[config.mk]
export PLATFORM = sky130hd
export DESIGN_NAME = simul_axi_wr_cmd_arbiter
export DESIGN_NICKNAME = d
export VERILOG_FILES = /design/src/rtl/simul_axi_wr_cmd_arbiter_pkg.sv /design/src/rtl/simul_axi_wr_order_fifo.sv /design/src/rtl/simul_axi_wr_cmd_arbiter.sv
export SDC_FILE = /design/constraint.sdc
export NUM_CORES = 1
export LEC_CHECK = 0
export BUFFER_PORTS_ARGS = -buffer_cell sky130_fd_sc_hd__buf_2
export CAP_MARGIN = 40
export CORE_ASPECT_RATIO = 0.75
export CORE_MARGIN = 2
export CORE_UTILIZATION = 35
export DETAILED_ROUTE_END_ITERATION = 8
export HOLD_SLACK_MARGIN = 0.08
export SLEW_MARGIN = 10
export SYNTH_ARGS = -nofsm -noshare
export SYNTH_HDL_FRONTEND = slang
export SYNTH_SLANG_ARGS = --single-unit
[constraint.sdc]
create_clock -name clk -period 7.5 [get_ports clk]
set_clock_uncertainty 0.05 [all_clocks]
set_input_delay 1.5 -clock clk [delete_from_list [all_inputs] [get_ports clk]]
set_output_delay 1.5 -clock clk [all_outputs]
set_load 0.05 [all_outputs]
[src/rtl/simul_axi_wr_cmd_arbiter_pkg.sv]
// Shared field widths for the simulated AXI write-address command path.
// These match the widths used by the wraddr channel model.
package simul_axi_wr_cmd_arbiter_pkg;

    localparam int unsigned LEN_W   = 4;
    localparam int unsigned SIZE_W  = 3;
    localparam int unsigned BURST_W = 2;
    localparam int unsigned CACHE_W = 4;
    localparam int unsigned PROT_W  = 3;

endpackage

[src/rtl/simul_axi_wr_order_fifo.sv]
// Order FIFO of issued write commands ({requester index, awlen}).
// The head entry is read combinationally from the registered storage.
module simul_axi_wr_order_fifo #(
    parameter int unsigned WIDTH = 6,
    parameter int unsigned DEPTH = 8
) (
    input  logic             clk,
    input  logic             reset,
    input  logic             push,
    input  logic             pop,
    input  logic [WIDTH-1:0] din,
    output logic [WIDTH-1:0] dout,
    output logic             empty,
    output logic             full
);

    localparam int unsigned PTR_W = (DEPTH > 1) ? $clog2(DEPTH) : 1;
    localparam int unsigned CNT_W = PTR_W + 1;

    logic [WIDTH-1:0] mem [DEPTH];
    logic [PTR_W-1:0] wr_ptr;
    logic [PTR_W-1:0] rd_ptr;
    logic [CNT_W-1:0] count;
    logic             do_push;
    logic             do_pop;

    assign do_push = push & ~full;
    assign do_pop  = pop & ~empty;
    assign empty   = (count == '0);
    assign full    = (count == CNT_W'(DEPTH));
    assign dout    = mem[rd_ptr];

    // Pointers wrap naturally because DEPTH is a power of two.
    always_ff @(posedge clk or negedge reset) begin
        if (!reset) begin
            wr_ptr <= '0;
            rd_ptr <= '0;
            count  <= '0;
            for (int unsigned i = 0; i < DEPTH; i++) begin
                mem[i] <= '0;
            end
        end else begin
            if (do_push) begin
                mem[wr_ptr] <= din;
                wr_ptr      <= wr_ptr + PTR_W'(1);
            end
            if (do_pop) begin
                rd_ptr <= rd_ptr + PTR_W'(1);
            end
            case ({do_push, do_pop})
                2'b10:   count <= count + CNT_W'(1);
                2'b01:   count <= count - CNT_W'(1);
                default: count <= count;
            endcase
        end
    end

endmodule

[src/rtl/simul_axi_wr_cmd_arbiter.sv]
// Round-robin arbiter sharing one AXI write-address command port between
// NUM_REQ requesters, plus issue-order tracking for the write-data side.
module simul_axi_wr_cmd_arbiter
    import simul_axi_wr_cmd_arbiter_pkg::*;
#(
    parameter int unsigned NUM_REQ       = 4,
    parameter int unsigned SEL_WIDTH     = 2,
    parameter int unsigned ID_WIDTH      = 12,
    parameter int unsigned ADDRESS_WIDTH = 32,
    parameter int unsigned ORDER_DEPTH   = 8
) (
    input  logic                             clk,
    input  logic                             reset,
    input  logic [NUM_REQ-1:0]               req,
    input  logic [NUM_REQ*ID_WIDTH-1:0]      awid_all,
    input  logic [NUM_REQ*ADDRESS_WIDTH-1:0] awaddr_all,
    input  logic [NUM_REQ*LEN_W-1:0]         awlen_all,
    input  logic [NUM_REQ*SIZE_W-1:0]        awsize_all,
    input  logic [NUM_REQ*BURST_W-1:0]       awburst_all,
    input  logic [NUM_REQ*CACHE_W-1:0]       awcache_all,
    input  logic [NUM_REQ*PROT_W-1:0]        awprot_all,
    output logic [NUM_REQ-1:0]               grant,
    output logic [ID_WIDTH-1:0]              awid_in,
    output logic [ADDRESS_WIDTH-1:0]         awaddr_in,
    output logic [LEN_W-1:0]                 awlen_in,
    output logic [SIZE_W-1:0]                awsize_in,
    output logic [BURST_W-1:0]               awburst_in,
    output logic [CACHE_W-1:0]               awcache_in,
    output logic [PROT_W-1:0]                awprot_in,
    output logic                             set_cmd,
    input  logic                             cmd_ready,
    input  logic                             wbeat,
    output logic [SEL_WIDTH-1:0]             wsel,
    output logic                             wsel_valid,
    output logic                             wlast,
    output logic                             order_full,
    output logic                             err
);

    localparam int unsigned ENT_W = SEL_WIDTH + LEN_W;

    logic [SEL_WIDTH-1:0]     last;
    logic [SEL_WIDTH-1:0]     winner;
    logic [SEL_WIDTH-1:0]     cand;
    logic                     found;
    logic                     issue;
    logic                     pop;
    logic                     fifo_empty;
    logic [ENT_W-1:0]         head;
    logic [LEN_W-1:0]         head_len;
    logic [LEN_W-1:0]         beat_cnt;
    logic [ID_WIDTH-1:0]      sel_id;
    logic [ADDRESS_WIDTH-1:0] sel_addr;
    logic [LEN_W-1:0]         sel_len;
    logic [SIZE_W-1:0]        sel_size;
    logic [BURST_W-1:0]       sel_burst;
    logic [CACHE_W-1:0]       sel_cache;
    logic [PROT_W-1:0]        sel_prot;

    // Back-to-back issues are suppressed so cmd_ready reflects the previous load.
    assign issue = (|req) & cmd_ready & ~order_full & ~set_cmd;

    // First requesting index after the last winner, modulo NUM_REQ.
    always_comb begin
        winner = '0;
        found  = 1'b0;
        cand   = '0;
        for (int unsigned k = 1; k <= NUM_REQ; k++) begin
            cand = SEL_WIDTH'((32'(last) + k) % NUM_REQ);
            if (!found && req[cand]) begin
                winner = cand;
                found  = 1'b1;
            end
        end
    end

    always_comb begin
        sel_id    = '0;
        sel_addr  = '0;
        sel_len   = '0;
        sel_size  = '0;
        sel_burst = '0;
        sel_cache = '0;
        sel_prot  = '0;
        for (int unsigned i = 0; i < NUM_REQ; i++) begin
            if (winner == SEL_WIDTH'(i)) begin
                sel_id    = awid_all[i*ID_WIDTH +: ID_WIDTH];
                sel_addr  = awaddr_all[i*ADDRESS_WIDTH +: ADDRESS_WIDTH];
                sel_len   = awlen_all[i*LEN_W +: LEN_W];
                sel_size  = awsize_all[i*SIZE_W +: SIZE_W];
                sel_burst = awburst_all[i*BURST_W +: BURST_W];
                sel_cache = awcache_all[i*CACHE_W +: CACHE_W];
                sel_prot  = awprot_all[i*PROT_W +: PROT_W];
            end
        end
    end

    always_ff @(posedge clk or negedge reset) begin
        if (!reset) begin
            set_cmd    <= 1'b0;
            grant      <= '0;
            last       <= SEL_WIDTH'(NUM_REQ - 1);
            awid_in    <= '0;
            awaddr_in  <= '0;
            awlen_in   <= '0;
            awsize_in  <= '0;
            awburst_in <= '0;
            awcache_in <= '0;
            awprot_in  <= '0;
        end else if (issue) begin
            set_cmd    <= 1'b1;
            grant      <= NUM_REQ'(1) << winner;
            last       <= winner;
            awid_in    <= sel_id;
            awaddr_in  <= sel_addr;
            awlen_in   <= sel_len;
            awsize_in  <= sel_size;
            awburst_in <= sel_burst;
            awcache_in <= sel_cache;
            awprot_in  <= sel_prot;
        end else begin
            set_cmd <= 1'b0;
            grant   <= '0;
        end
    end

    simul_axi_wr_order_fifo #(
        .WIDTH (ENT_W),
        .DEPTH (ORDER_DEPTH)
    ) u_order_fifo (
        .clk   (clk),
        .reset (reset),
        .push  (issue),
        .pop   (pop),
        .din   ({winner, sel_len}),
        .dout  (head),
        .empty (fifo_empty),
        .full  (order_full)
    );

    assign wsel_valid = ~fifo_empty;
    assign wsel       = head[ENT_W-1:LEN_W];
    assign head_len   = head[LEN_W-1:0];
    assign wlast      = wsel_valid & (beat_cnt == head_len);
    assign pop        = wbeat & wlast;

    // Beat position within the head burst; a beat with nothing queued is an error.
    always_ff @(posedge clk or negedge reset) begin
        if (!reset) begin
            beat_cnt <= '0;
            err      <= 1'b0;
        end else begin
            if (wbeat & ~wsel_valid) begin
                err <= 1'b1;
            end
            if (wbeat & wsel_valid) begin
                beat_cnt <= wlast ? '0 : beat_cnt + LEN_W'(1);
            end
        end
    end

endmodule
==> impl_metrics.env, run 1 <==
export IMPL_die_area_um2=22590
export IMPL_hold_viol_final=0
export IMPL_cp_start_kind="flip-flop"
export IMPL_postCtsResizedCells=0
export IMPL_insertion_delay_ps=410
export IMPL_hold_class="reg -> reg"
export IMPL_wire_per_inst_um=17.24
export IMPL_num_antenna_cells=0
export IMPL_grt_pass1_vias=5882
export IMPL_p_per_area_nw_per_um2=455.0
export IMPL_synthesis_nets=828
export IMPL_cts_buffers=17
export IMPL_design_area_um2=9983
export IMPL_drive_above_1_share=0.5451
export IMPL_portBuffers=318
export IMPL_status="finished clean"
export IMPL_dp_slack_ps=3442
export IMPL_crit_slowest_cell="dfrtp_1"
export IMPL_rrSetupSlack_ps=3920
export IMPL_synth_seq_area_share=0.4348
export IMPL_via_per_inst=4.767
export IMPL_cp_arrival_ps=2900
export IMPL_rsz0062_at_grt="false"
export IMPL_pin_count=319
export IMPL_clk_path_buf_depth=2
export IMPL_setup_viol=0
export IMPL_via_count=5658
export IMPL_synthFlopType="dfrtp_1"
export IMPL_vdd_ir_drop_max_mv=0.1837
export IMPL_hpwl_um=15580
export IMPL_power_leakage_nw=5.065
export IMPL_synth_top_family_by_area="multiplexers"
export IMPL_postCtsSetupBuffers=0
export IMPL_slew_headroom=0.4019
export IMPL_synth_edff_count=0
export IMPL_avgSynthCellArea_um2=13.07
export IMPL_most_common_layout_cells="buf_2, mux2i_1, dfrtp_1"
export IMPL_drv_slew=0
export IMPL_syn_inst=573
export IMPL_htree_levels=4
export IMPL_slowest_delay_ps=880
export IMPL_total_power_mw=4.542
export IMPL_hold_buffers=0
export IMPL_final_nets=1141
export IMPL_dieHeight_um=130.7
export IMPL_synthToLayoutAreaGrowth_pct=33.34
export IMPL_drtIter0Drc=188
export IMPL_cp_end_kind="output pin"
export IMPL_fp_coreArea_um2=21070
export IMPL_drc=0
export IMPL_path_buf_inv=1
export IMPL_overflow=0
export IMPL_clock_sinks=130
export IMPL_grtUsageMet1=0.2414
export IMPL_root_buffer="clkbuf_16"
export IMPL_dr_pass1_iters=5
export IMPL_cts_tree="yes"
export IMPL_worstPathCellList="mux2i_1, mux4_2, xnor2_1, nand3_2, nor2_1, buf_2"
export IMPL_grt_busiest_layer="met2"
export IMPL_synth_simple_area_share=0.03660
export IMPL_worst_slew_pin_slew_ps=897.2
export IMPL_finalWorstSetupSlack_ps=3051
export IMPL_routed_wl_um=20470
export IMPL_grt_pass1_wl_um=32660
export IMPL_layout_min_cycle_time_ps=4449
export IMPL_synth_fa_ha_area_frac=0.01270
export IMPL_syn_area_um2=7487
export IMPL_synth_xor_area_frac=0.01404
export IMPL_grt_total_usage=0.1879
export IMPL_ant_nets=0
export IMPL_die_w_um=172.9
export IMPL_rows=46
export IMPL_met3_usage=0.04861
export IMPL_antenna_found_initial=1
export IMPL_tns_ps=0
export IMPL_netlist_cell_type_count=43
export IMPL_critical_path_required_ps=5950
export IMPL_placed_cell_area_um2=9424
export IMPL_clkSlewWorstSetupHoldPaths_ps=60
export IMPL_synth_compound_area_frac=0.01521
export IMPL_ys_seq_elements=130
export IMPL_met2_usage=0.3127
export IMPL_timing_final_crit_share=0.5933
export IMPL_gp_congestion=0.8195
export IMPL_path_max_fanout=15
export IMPL_synth_async_sr_flop_share=1.000
export IMPL_grt_max_degree=64
export IMPL_initial_utilization=0.3554
export IMPL_cp_top_family="flip-flops"
export IMPL_synth_mux_area_frac=0.4552
export IMPL_cap_violations=0
export IMPL_max_freq_mhz=224.7
export IMPL_yosys_warnings=0
export IMPL_final_common_cell="buf_2"
export IMPL_setup_worst_path_class="reg -> out"
Yosys cell counts (all sizes together), types with 2 or more instances:
master	count	area (um^2)
clkbuf	5	18.77
mux2	112	1261
nor3	5	36.29
mux4	10	225.2
o21ai	8	40.04
dfstp	2	52.55
o22ai	2	12.51
nand3b	2	15.01
inv	9	33.78
mux2i	192	1922
ha	6	75.07
nor3b	3	45.05
nor2	7	31.28
nand2	15	63.81
dfrtp	128	3203
nand3	4	25.02
buf	32	177.7
xnor2	6	52.55
a21oi	4	23.77
xor2	6	52.55
a21o	2	15.01
worst paths after layout:
check	from	cells past startpoint	end
max	u_order_fifo.rd_ptr[2]	6	wlast
min	err	1	err
min reg2reg	err	1	err
max reg2reg	u_order_fifo.rd_ptr[2]	12	u_order_fifo.count[3]
min in group asynchronous	reset	1	awid_in[2]
max in group asynchronous	reset	3	last[0]
metal layers:
layer  wire length [um]  up-vias
met5                 13        -
met4                381        2
met3               1264       28
met2               9485      202
met1               9321     2698
li1                   -     2728
flip-flops by register name, indices dropped and copies added (netlist names), 4 cells and up:
| register | cells |
|---|---|
| awaddr_in | 32 |
| awcache_in | 4 |
| awid_in | 12 |
| awlen_in | 4 |
| beat_cnt | 4 |
| grant | 4 |
| u_order_fifo.count | 4 |
| u_order_fifo.mem | 48 |
final cells by class:
class	instances	area [um^2]
Fill cell	1948	11080
Clock inverter	6	80.08
Timing Repair Buffer	331	1748
Sequential cell	130	3256
Inverter	10	38.79
Clock buffer	26	479.2
Multi-Input combinational cell	396	4021
Tap cell	288	360.3
worst register-to-register path: cells and delay by family (launching register included):
family          cells  cell delay [ps]
compound gates      2              350
fa+ha+maj           2              520
mux                 2              730
simple gates        3              460
flops               1              880
xor+xnor            3              470
power by group:
part           leakage [nW]  switching, mW  total, mW  internal [mW]
Combinational          3.24           1.48       2.44          0.969
Sequential             1.55          0.254       1.31           1.05
Clock                 0.276          0.287      0.792          0.504
Total                  5.06           2.02       4.54           2.53
metrics by stage:
step                      hold slack [ps]    util  cells
after global placement              411.6  0.4431   1150
after detailed placement            416.5  0.4474   1155
final                               422.1  0.4739   1187
after floorplan                     398.3       -    573
after CTS                           431.0  0.4739   1187
after global routing                459.4  0.4739   1187
logic make-up (layout without fill, tap and decap cells):
family                     Yosys count  after routing
and+or+nand+nor                     44             44
DFF                                130            130
AOI/OAI and AO/OA                   19             19
muxes                              314            314
buffers and inverters               47            373
xor gates and xnor gates            12             12
adders and majority gates            7              7
Note: power is estimated with default switching activity, not from simulation.
==> inputs of run 2 (changes only) <==
==> constraint.sdc (replaced) <==
create_clock -name clk -period 4.4 [get_ports clk]
set_clock_uncertainty 0.05 [all_clocks]
set_input_delay 0.88 -clock clk [delete_from_list [all_inputs] [get_ports clk]]
set_output_delay 0.88 -clock clk [all_outputs]
set_load 0.05 [all_outputs]
==> impl_metrics.env, run 2 (synthesized netlist as in run 1, its figures left out) <==
export IMPL_wire_per_inst_um=17.65
export IMPL_timing_final_crit_share=0.8601
export IMPL_layout_min_cycle_time_ps=3784
export IMPL_crit_start="u_order_fifo.rd_ptr[1]"
export IMPL_largest_register="u_order_fifo.mem"
export IMPL_postCtsSetupBuffers=0
export IMPL_dp_slack_ps=910.1
export IMPL_worst_slew_pin_slew_ps=816.2
export IMPL_final_nets=1143
export IMPL_grt_pass1_wl_um=33340
export IMPL_tns_ps=0
export IMPL_cp_arrival_ps=2850
export IMPL_status="finished clean"
export IMPL_die_w_um=172.9
export IMPL_stdcell_count=1190
export IMPL_pin_count=319
export IMPL_gp_congestion=0.8178
export IMPL_fp_coreArea_um2=21070
export IMPL_die_area_um2=22590
export IMPL_drc=0
export IMPL_overflow=0
export IMPL_rrSetupSlack_ps=880
export IMPL_dr_pass1_iters=4
export IMPL_clk_path_buf_depth=2
export IMPL_portBuffers=318
export IMPL_seqCellArea_um2=3256
export IMPL_path_max_fanout=12
export IMPL_dp_cells=1157
export IMPL_worst_r2r_cell_count=12
export IMPL_largest_register_ffs=48
export IMPL_drtIter0Drc=184
export IMPL_drive_above_1_share=0.5516
export IMPL_root_buffer="clkbuf_16"
export IMPL_finalWorstSetupSlack_ps=615.5
export IMPL_hold_buffers=0
export IMPL_top_regs="u_order_fifo.mem x48, awaddr_in x32, awid_in x12"
export IMPL_dieHeight_um=130.7
export IMPL_placed_cell_area_um2=9419
export IMPL_slew_headroom=0.4403
export IMPL_initial_utilization=0.3554
export IMPL_cp_end_kind="output pin"
export IMPL_p_per_area_nw_per_um2=773.6
export IMPL_setup_viol=0
export IMPL_vdd_ir_drop_max_mv=0.3238
export IMPL_synthToLayoutAreaGrowth_pct=33.34
export IMPL_multi_input_area_um2=4021
export IMPL_grt_max_degree=60
export IMPL_cts_buffers=17
export IMPL_grt_pass1_vias=5950
export IMPL_r2r_end="u_order_fifo.count[3]"
export IMPL_rows=46
export IMPL_antenna_found_initial=1
export IMPL_drv_slew=0
export IMPL_hold_viol_final=0
export IMPL_grt_total_usage=0.1922
export IMPL_routed_wl_um=21000
export IMPL_hpwl_um=16380
export IMPL_critical_path_required_ps=3470
export IMPL_most_common_layout_cells="buf_2, mux2i_1, dfrtp_1"
export IMPL_utilization=0.4739
export IMPL_design_area_um2=9983
export IMPL_postCtsResizedCells=0
export IMPL_cp_start_kind="flip-flop"
export IMPL_final_common_cell="buf_2"
export IMPL_via_count=5624
export IMPL_reg2reg_from="u_order_fifo.rd_ptr[1]"
export IMPL_clock_sinks=130
export IMPL_max_freq_mhz=264.2
export IMPL_hold_class="in -> async"
export IMPL_cts_tree="yes"
export IMPL_via_per_inst=4.726
export IMPL_power_leakage_nw=5.070
export IMPL_fillers=2005
export IMPL_cap_violations=0
export IMPL_ant_nets=0
export IMPL_clkSlewWorstSetupHoldPaths_ps=60
export IMPL_setup_worst_path_class="reg -> out"
export IMPL_htree_levels=4
export IMPL_rsz0062_at_grt="false"
export IMPL_insertion_delay_ps=410
run 2: cell types whose count changed in the layout (fill, tap and decap cells not counted), sizes merged:
cell / delta
diode: +1
clkinvlp: +2
clkbuf: -6
clkinv: +4
buf: +2
run 2: final cells by class:
class	instances	area share
multi-input cells	396	0.4028
flip-flops and latches	130	0.3261
repair buffers	333	0.1746
clock buffers	20	0.04474
well taps	288	0.03609
clock inverters	12	0.01153
inverters	10	0.003885
diodes	1	0.0002507
run 2: where the power goes:
group,internal [mW],switching (mW)
Combinational,1.64,2.52
Sequential,1.79,0.428
Clock,0.839,0.503
run 2: metrics by stage:
stage	power [mW]	hold slack [ps]
floorplan	5.395	398.3
global placement	6.393	419.3
detailed placement	6.448	412.2
CTS	7.817	382.3
global route	8.203	406.1
finish	7.723	383.3
run 2: critical path, stage by stage (launching register included):
cell and delay [ps]:
dfrtp_1 750, mux4_2 580, mux2i_1 220, xor2_1 180, nand2_1 170, nor2_1 240
buf_2 310
run 2: how the worst max path moves through the flow:
stage,slack (ps),cells after the start,to
global placement,980,12,u_order_fifo.count[3]
finish,620,6,wlast
CTS,630,6,wlast
floorplan,580,10,u_order_fifo.count[3]
detailed placement,910,12,u_order_fifo.count[3]
global route,430,6,wlast
run 2: routing by layer:
metal / wire (um) / up-vias / global-route usage
li1: - / 2742 / -
met1: 9492 / 2648 / 0.2453
met2: 9766 / 211 / 0.3212
met3: 1402 / 23 / 0.05498
met4: 339 / 0 / 0.05683
met5: 0 / - / 0
==> inputs of run 3 (changes only) <==
--- a/config.mk
+++ b/config.mk
@@ -12,6 +12,7 @@
 export CORE_UTILIZATION = 35
 export DETAILED_ROUTE_END_ITERATION = 8
 export HOLD_SLACK_MARGIN = 0.08
+export MAX_ROUTING_LAYER = met4
 export SLEW_MARGIN = 10
 export SYNTH_ARGS = -nofsm -noshare
 export SYNTH_HDL_FRONTEND = slang
==> impl_metrics.env, run 3 (synthesized netlist as in run 1, its figures left out) <==
export IMPL_status="finished clean"
export IMPL_clock_sinks=130
export IMPL_power_leakage_nw=5.070
export IMPL_clkSlewWorstSetupHoldPaths_ps=60
export IMPL_crit_end="wlast"
export IMPL_timing_final_crit_share=0.8515
export IMPL_dr_pass1_iters=4
export IMPL_via_count=5642
export IMPL_crit_slowest_cell="dfrtp_1"
export IMPL_cp_end_kind="output pin"
export IMPL_fp_coreArea_um2=21070
export IMPL_cp_arrival_ps=2820
export IMPL_drive_above_1_share=0.5516
export IMPL_hold_buffers=0
export IMPL_clkPwrFrac=0.174
export IMPL_die_area_um2=22590
export IMPL_rows=46
export IMPL_final_common_cell="buf_2"
export IMPL_grt_pass1_wl_um=33360
export IMPL_drc=0
export IMPL_ant_nets=0
export IMPL_cts_buffers=17
export IMPL_largest_register="u_order_fifo.mem"
export IMPL_hpwl_um=16380
export IMPL_antenna_found_initial=1
export IMPL_root_buffer="clkbuf_16"
export IMPL_tns_ps=0
export IMPL_path_max_fanout=12
export IMPL_dieHeight_um=130.7
export IMPL_gp_congestion=0.8300
export IMPL_slew_headroom=0.4130
export IMPL_synthToLayoutAreaGrowth_pct=33.34
export IMPL_initial_utilization=0.3554
export IMPL_overflow=0
export IMPL_drtIter0Drc=195
export IMPL_drv_slew=0
export IMPL_htree_levels=4
export IMPL_fillers=2005
export IMPL_rrSetupSlack_ps=910
export IMPL_multi_input_area_um2=4021
export IMPL_insertion_delay_ps=410
export IMPL_rsz0062_at_grt="false"
export IMPL_worstPathCellList="mux4_2, mux2i_1, xor2_1, nand2_1, nor2_1, buf_2"
export IMPL_top_regs="u_order_fifo.mem x48, awaddr_in x32, awid_in x12"
export IMPL_pin_count=319
export IMPL_grt_max_degree=60
export IMPL_grt_total_usage=0.1985
export IMPL_postCtsSetupBuffers=0
export IMPL_wire_per_inst_um=17.68
export IMPL_clk_path_buf_depth=2
export IMPL_layout_min_cycle_time_ps=3747
export IMPL_via_per_inst=4.741
export IMPL_final_nets=1143
export IMPL_p_per_area_nw_per_um2=773.7
export IMPL_postCtsResizedCells=0
export IMPL_die_w_um=172.9
export IMPL_max_freq_mhz=266.9
export IMPL_power_frac_comb=0.539
export IMPL_critical_path_required_ps=3470
export IMPL_worst_r2r_cell_count=12
export IMPL_largest_register_ffs=48
export IMPL_crit_start="u_order_fifo.rd_ptr[1]"
export IMPL_utilization=0.4739
export IMPL_hold_viol_final=0
export IMPL_setup_worst_path_class="reg -> out"
export IMPL_setup_viol=0
export IMPL_vdd_ir_drop_max_mv=0.3244
export IMPL_routed_wl_um=21040
export IMPL_cp_start_kind="flip-flop"
export IMPL_worst_slew_pin_slew_ps=855.9
export IMPL_most_common_layout_cells="buf_2, mux2i_1, dfrtp_1"
export IMPL_r2r_end="u_order_fifo.count[3]"
export IMPL_reg2reg_from="u_order_fifo.rd_ptr[1]"
export IMPL_switching_share=0.4465
export IMPL_portBuffers=318
export IMPL_internal_power_mw=4.275
export IMPL_seqPwrFrac=0.288
export IMPL_seqCellArea_um2=3256
export IMPL_cap_violations=0
export IMPL_slowest_delay_ps=720
export IMPL_cts_tree="yes"
export IMPL_grt_pass1_vias=5941
export IMPL_net_switching_power_mw=3.449
export IMPL_hold_class="in -> async"
[run 3: worst min-delay path by stage]
stage / to / slack, ps / cells past startpoint / from
finish: awcache_in[3] / 380 / 1 / reset
global route: awburst_in[1] / 410 / 1 / reset
CTS: awburst_in[1] / 380 / 1 / reset
detailed placement: err / 410 / 1 / err
global placement: err / 420 / 1 / err
floorplan: u_order_fifo.count[3] / 400 / 1 / u_order_fifo.count[3]
[run 3: power groups by stage]
stage	Clock, mW	Combinational [mW]	Sequential, mW
final	1.34	4.16	2.22
after global routing	1.44	4.44	2.31
after global placement	0	4.16	2.23
after floorplan	0	2.28	3.12
after CTS	1.38	4.21	2.23
after detailed placement	0	4.21	2.24
[run 3: worst max-delay path: cells and delay by family (launching register included)]
| family | cells | cell delay (ps) |
|---|---|---|
| xor+xnor | 1 | 180 |
| buf+inv | 1 | 310 |
| mux | 2 | 800 |
| flops | 1 | 720 |
| simple gates | 2 | 400 |
[run 3: final cells by class]
| class | count | area share |
|---|---|---|
| well taps | 288 | 0.03609 |
| clock inverters | 12 | 0.01153 |
| multi-input cells | 396 | 0.4028 |
| repair buffers | 333 | 0.1746 |
| clock buffers | 20 | 0.04474 |
| inverters | 10 | 0.003885 |
| diodes | 1 | 0.0002507 |
| flip-flops and latches | 130 | 0.3261 |
[run 3: stage by stage]
stage | cell area (um^2) | power [mW] | std cells | hold WS (ps) | worst slack (ps)
final | 9983 | 7.724 | 1190 | 382.9 | 653.5
after global routing | 9983 | 8.203 | 1190 | 405.2 | 430.3
after CTS | 9981 | 7.817 | 1189 | 382.3 | 628.5
after detailed placement | 9419 | 6.448 | 1157 | 412.2 | 910.1
after global placement | 9384 | 6.393 | 1155 | 419.3 | 975.4
after floorplan | 7487 | 5.395 | 573 | 398.3 | 581.9
[run 3: layer usage]
layer	vias up	track usage	wire length [um]
met5	-	-	0
met4	0	0.05633	351
met3	28	0.05179	1286
met2	212	0.3200	9732
met1	2664	0.2489	9669
li1	2738	-	-
